$ cat config.mk
export PLATFORM = sky130hd
export DESIGN_NAME = mult_seq_ctrl
export DESIGN_NICKNAME = d
export VERILOG_FILES = /design/src/rtl/mult_seq_ctrl_pkg.sv /design/src/rtl/mult_seq_neg.sv /design/src/rtl/mult_seq_ctrl.sv
export SDC_FILE = /design/constraint.sdc
export NUM_CORES = 1
export LEC_CHECK = 0
export CAP_MARGIN = 20
export CORE_ASPECT_RATIO = 1.5
export CORE_MARGIN = 1.5
export CORE_UTILIZATION = 35
export DETAILED_ROUTE_END_ITERATION = 8
export SETUP_SLACK_MARGIN = 0.02
export SYNTH_ARGS = -nofsm -noshare
export SYNTH_HDL_FRONTEND = slang
export SYNTH_HIERARCHICAL = 1
export SYNTH_SLANG_ARGS = --single-unit
$ cat constraint.sdc
create_clock -name clk -period 3.4 [get_ports clk]
set_clock_uncertainty 0.2 [all_clocks]
set_input_delay 0.68 -clock clk [delete_from_list [all_inputs] [get_ports clk]]
set_output_delay 0.68 -clock clk [all_outputs]
set_load 0.005 [all_outputs]
$ cat src/rtl/mult_seq_ctrl_pkg.sv
// Shared constants for the execute-stage iterative multiplier: ALU encoding,
// sequencer states and the default operand width.
package mult_seq_ctrl_pkg;
    localparam int WIDTH = 32;

    localparam logic [2:0] ALU_AND = 3'b000;
    localparam logic [2:0] ALU_OR  = 3'b001;
    localparam logic [2:0] ALU_ADD = 3'b010;
    localparam logic [2:0] ALU_SUB = 3'b110;
    localparam logic [2:0] ALU_SLT = 3'b111;

    typedef enum logic [2:0] {
        IDLE,
        LOAD,
        RUN,
        FIX,
        DONE
    } stateT;
endpackage

$ cat src/rtl/mult_seq_neg.sv
// Combinational two's-complement negate of a W-bit value.
module mult_seq_neg #(
    parameter int W = 32
) (
    input  logic [W-1:0] a,
    output logic [W-1:0] y
);
    assign y = ~a + W'(1);
endmodule

$ cat src/rtl/mult_seq_ctrl.sv
// MULT/MULTU sequencer: WIDTH-step shift-add on the shared execute ALU,
// stalls the front of the pipe while running and owns HI/LO.
module mult_seq_ctrl #(
    parameter int         WIDTH   = mult_seq_ctrl_pkg::WIDTH,
    parameter logic [2:0] ALU_ADD = mult_seq_ctrl_pkg::ALU_ADD
) (
    input  logic             clk,
    input  logic             rst,
    input  logic             start,
    input  logic             sgn,
    input  logic             flush,
    input  logic [WIDTH-1:0] src_a,
    input  logic [WIDTH-1:0] src_b,
    input  logic [WIDTH-1:0] alu_y,
    output logic             alu_own,
    output logic [WIDTH-1:0] alu_a,
    output logic [WIDTH-1:0] alu_b,
    output logic [2:0]       alu_f,
    output logic             stall,
    output logic             busy,
    output logic             done,
    output logic [WIDTH-1:0] hi,
    output logic [WIDTH-1:0] lo
);
    import mult_seq_ctrl_pkg::*;

    localparam int CW = $clog2(WIDTH) + 1;

    stateT             state;
    logic [WIDTH-1:0]  opA, opB, negA, negB, magA, magB;
    logic [WIDTH-1:0]  mcand, accHi, accLo;
    logic [2*WIDTH-1:0] prod, negProd;
    logic [CW-1:0]     count;
    logic              sgnR, neg, carry;

    mult_seq_neg #(.W(WIDTH))   uNegA (.a(opA),  .y(negA));
    mult_seq_neg #(.W(WIDTH))   uNegB (.a(opB),  .y(negB));
    mult_seq_neg #(.W(2*WIDTH)) uNegP (.a(prod), .y(negProd));

    // The most negative value negates to itself, which read unsigned is 2^(WIDTH-1).
    assign magA  = (sgnR && opA[WIDTH-1]) ? negA : opA;
    assign magB  = (sgnR && opB[WIDTH-1]) ? negB : opB;
    assign prod  = {accHi, accLo};
    // The ALU drops the carry-out; an unsigned wrap shows up as a sum below operand A.
    assign carry = (alu_y < accHi);

    always_comb begin
        alu_own = (state == RUN);
        alu_a   = alu_own ? accHi : '0;
        alu_b   = (alu_own && accLo[0]) ? mcand : '0;
        alu_f   = alu_own ? ALU_ADD : 3'b000;
        busy    = (state == LOAD) || (state == RUN) || (state == FIX);
        stall   = busy || ((state == IDLE) && start && !flush);
        done    = (state == DONE);
    end

    always_ff @(posedge clk) begin
        if (rst) begin
            state <= IDLE;
            opA   <= '0;
            opB   <= '0;
            mcand <= '0;
            accHi <= '0;
            accLo <= '0;
            count <= '0;
            sgnR  <= 1'b0;
            neg   <= 1'b0;
            hi    <= '0;
            lo    <= '0;
        end else begin
            unique case (state)
                IDLE: if (start && !flush) begin
                    opA   <= src_a;
                    opB   <= src_b;
                    sgnR  <= sgn;
                    neg   <= sgn && (src_a[WIDTH-1] ^ src_b[WIDTH-1]);
                    state <= LOAD;
                end
                LOAD: if (flush) state <= IDLE;
                else begin
                    mcand <= magA;
                    accHi <= '0;
                    accLo <= magB;
                    count <= '0;
                    state <= RUN;
                end
                RUN: if (flush) state <= IDLE;
                else begin
                    accHi <= {carry, alu_y[WIDTH-1:1]};
                    accLo <= {alu_y[0], accLo[WIDTH-1:1]};
                    count <= count + CW'(1);
                    if (count == CW'(WIDTH - 1)) state <= FIX;
                end
                FIX: if (flush) state <= IDLE;
                else begin
                    {hi, lo} <= neg ? negProd : prod;
                    state    <= DONE;
                end
                // The instruction that started us advances this cycle, so start is ignored.
                DONE:    state <= IDLE;
                default: state <= IDLE;
            endcase
        end
    end
endmodule
==> reports/summary.txt, run 1 <==
Status - completed
Chip height - 242 µm
Area leader, netlist - dfxtp_1
Min-delay worst type - flip-flop to flip-flop
Net Sw Power - 1.93 mW
Syn Area/Cell - 8.01 µm²
Pins Over Slew Limit - 0
Max Fanout on Critical Path - 16
Sequential cell area - 4710 µm²
Synth-to-Final Area Change - 28.7%
R2R cell count - 7
P_int - 5.36 mW
Post-route core utilization - 0.457
Clock Tree Root - clkbuf_16
Initial core utilization - 0.355
Cell variety after synth - 54
Setup violators final - 0
R2r setup slk - 270 ps
First-pass GRT wire length - 62.8 mm
Ports - 236
H-tree depth - 1
Peak VDD IR - 0.341 mV
Clock network fraction of total power - 0.433
Most frequent cell after synthesis - nor2_1
CP startpoint kind - flip-flop
Area of the multi-input gates - 7940 µm²
Max cap viols - 0
CTS tree - built
Number of global-route vias before repair - 11,800
Sequential area share after synthesis - 0.352
Pwr dens - 424 nW/µm²
Leakage dissipation - 6.22 nW
Top cells by area, synth - dfxtp_1 (35%), mux2i_1 (7.2%), nor2_1 (7.0%)
WHS Path Cells - 2
Min-Delay Endpoint - mcand[31]
Initial drt markers - 644
FF+latch count, synth - 235
CP Class - flip-flop to output pin
Number of enable flip-flop cells after synthesis - 0
Fillers - 3,798
Share of layout cells above drive strength 1 - 0.0723
Crit path time final - 3310 ps
Placer Congestion - 0.862
Transition time of the tightest slew-check pin - 727 ps
Mapped cell area - 13,400 µm²
1st-pass router iterations - 4
Die area - 39,400 µm²
Total GRT Usage - 0.195
Register share of total power - 0.397
Clock-pin slew on the worst setup and hold paths - 60 ps
Filler-free cell count of the finished design - 2,355
Fmax - 302 MHz
Antenna Cells - 0
Hold-fix buffers at CTS - 0
Die Width - 163 µm
Initial antenna violation count - 0
Main synth FF type - dfxtp_1
Area post-placement - 16,200 µm²
HP Start - mcand[31]
Period utilization - 0.973
Final HPWL DP - 28.0 mm
Remaining routing DRC violations - 0
Most instantiated cells after synthesis - nor2_1 (250), dfxtp_1 (235), nand2_1 (203), a21oi_1 (114), a211oi_1 (97)
Final Hold Viols - 0
Synth top area share - 0.352
Switching share of power - 0.264
Rows - 87
Logic pwr share - 0.169
CTS sink count - 235
Fin area - 17,200 µm²
Critical path data required time - 2520 ps
Wire per inst - 16.6 µm
DRT Wirelength - 39.1 mm
CP Data Arrival Time - 2430 ps
Pin count of the biggest net entering global routing - 112
Vias per cell - 5.23
Vias - 12,300
Reg2reg start - accLo[13]
FF-to-FF End - hi[24]
Unrepaired setup endpoints after global routing - true
Core Region - 37,700 µm²
Total CTS buffers - 26
Ys Warns - 6
Syn Inst Count - 1,668
Crit. End Element - output pin
Cells after DPL - 2,307
Fin nets - 1,984
TNS Setup - 0 ps
Clock buffer depth - 3
Total gr overflow - 0
Async SR Flop Fraction - 0
Post-route ant nets - 0
Clk Latency, worst-skew pair - 540 ps
Rel. slew slack - 0.515
PortBufs - 233
## area by class of cell
cell class                 count  area share
inverter                      40     0.00895
clock buffer                  33      0.0423
tap                          489      0.0356
timing repair buffer         281       0.164
multi-input combinational   1264       0.462
clock inverter                13      0.0130
sequential                   235       0.274
## placed cells by master (no fill, tap or decap), types with 4 or more instances in the layout
master / count
buf_4: 38
nor3_1: 42
inv_1: 39
nand4_2: 4
nor2_1: 249
nand4_1: 9
a22oi_1: 25
nand2b_1: 9
a211oi_1: 97
dfxtp_1: 231
nand3_1: 53
nor2b_1: 4
mux2i_1: 96
bufinv_16: 6
buf_12: 9
and3_1: 34
a311oi_1: 32
or3_1: 19
ha_1: 35
clkdlybuf4s50_1: 231
xor2_1: 39
nor4_2: 11
a21oi_1: 114
clkinv_2: 4
clkbuf_16: 28
nor4_1: 36
and2_1: 4
or4_1: 9
or4_4: 6
nand2_1: 203
xnor2_1: 85
o21ai_0: 7
## how the worst max path moves through the flow
stage | endpoint | from | cells after the start
CTS | alu_b[29] | state[0] | 5
detailed placement | hi[24] | accLo[13] | 7
global placement | hi[24] | accLo[13] | 7
floorplan | hi[24] | accLo[13] | 9
finish | alu_b[29] | state[2] | 5
global route | alu_b[9] | state[2] | 5
## per-stage QoR
step	setup WS (ps)	total power [mW]	hold WS (ps)
CTS	52.9	7.37	294
floorplan	316	3.82	242
global route	3.86	7.60	319
global placement	289	4.17	283
finish	91.3	7.28	295
detailed placement	255	4.19	277
## per-layer routing
layer  global-route usage  share of wire
met1                0.227           0.41
met2                0.358           0.51
met3               0.0269          0.052
met4               0.0685          0.029
met5                    0              0
## state kept, by name (all words and copies together) (netlist names)
register,cells
opB,32
lo,32
mcand,32
state,3
accLo,32
accHi,32
hi,32
sgnR,1
opA,32
count,6
neg,1
## power by group through the flow
stage               combinational [mW]  sequential, mW  clock, mW
floorplan                        0.895            2.93          0
global placement                  1.21            2.95          0
detailed placement                1.23            2.96          0
CTS                               1.24            2.90       3.24
global route                      1.36            2.91       3.34
finish                            1.23            2.90       3.15
## cells by family (layout without fill, tap and decap cells)
family / count (synthesis) / count (layout) / synth area share
AOI/OAI and AO/OA: 286 / 286 / 0.142
xor gates and xnor gates: 124 / 124 / 0.0813
adders and majority gates: 35 / 35 / 0.0328
buffers and inverters: 170 / 367 / 0.0561
DFF: 235 / 235 / 0.352
muxes: 96 / 96 / 0.0719
other: 1 / 2 / 0.000281
and+or+nand+nor: 721 / 721 / 0.264
## worst max-delay path, stage by stage (launching register included)
cell	delay, ps
dfxtp_2	380
or3b_4	420
clkinvlp_4	180
buf_12	160
and3_1	220
clkdlybuf4s50_1	520
## repair_timing
action	4_1_cts	5_1_grt
buffers inserted	0	1
cloned	0	1
endpoints found under the setup margin	20	8
pin swaps	0	0
resized for setup	6	6
Power figures use the tool's default switching activity.
==> run 2: changes to the inputs <==
--- a/config.mk
+++ b/config.mk
@@ -10,6 +10,7 @@
 export CORE_MARGIN = 1.5
 export CORE_UTILIZATION = 35
 export DETAILED_ROUTE_END_ITERATION = 8
+export HOLD_SLACK_MARGIN = 0.1
 export SETUP_SLACK_MARGIN = 0.02
 export SYNTH_ARGS = -nofsm -noshare
 export SYNTH_HDL_FRONTEND = slang
==> results of run 2 <==
Final layout, timing and power as in run 1 (identical DEF).
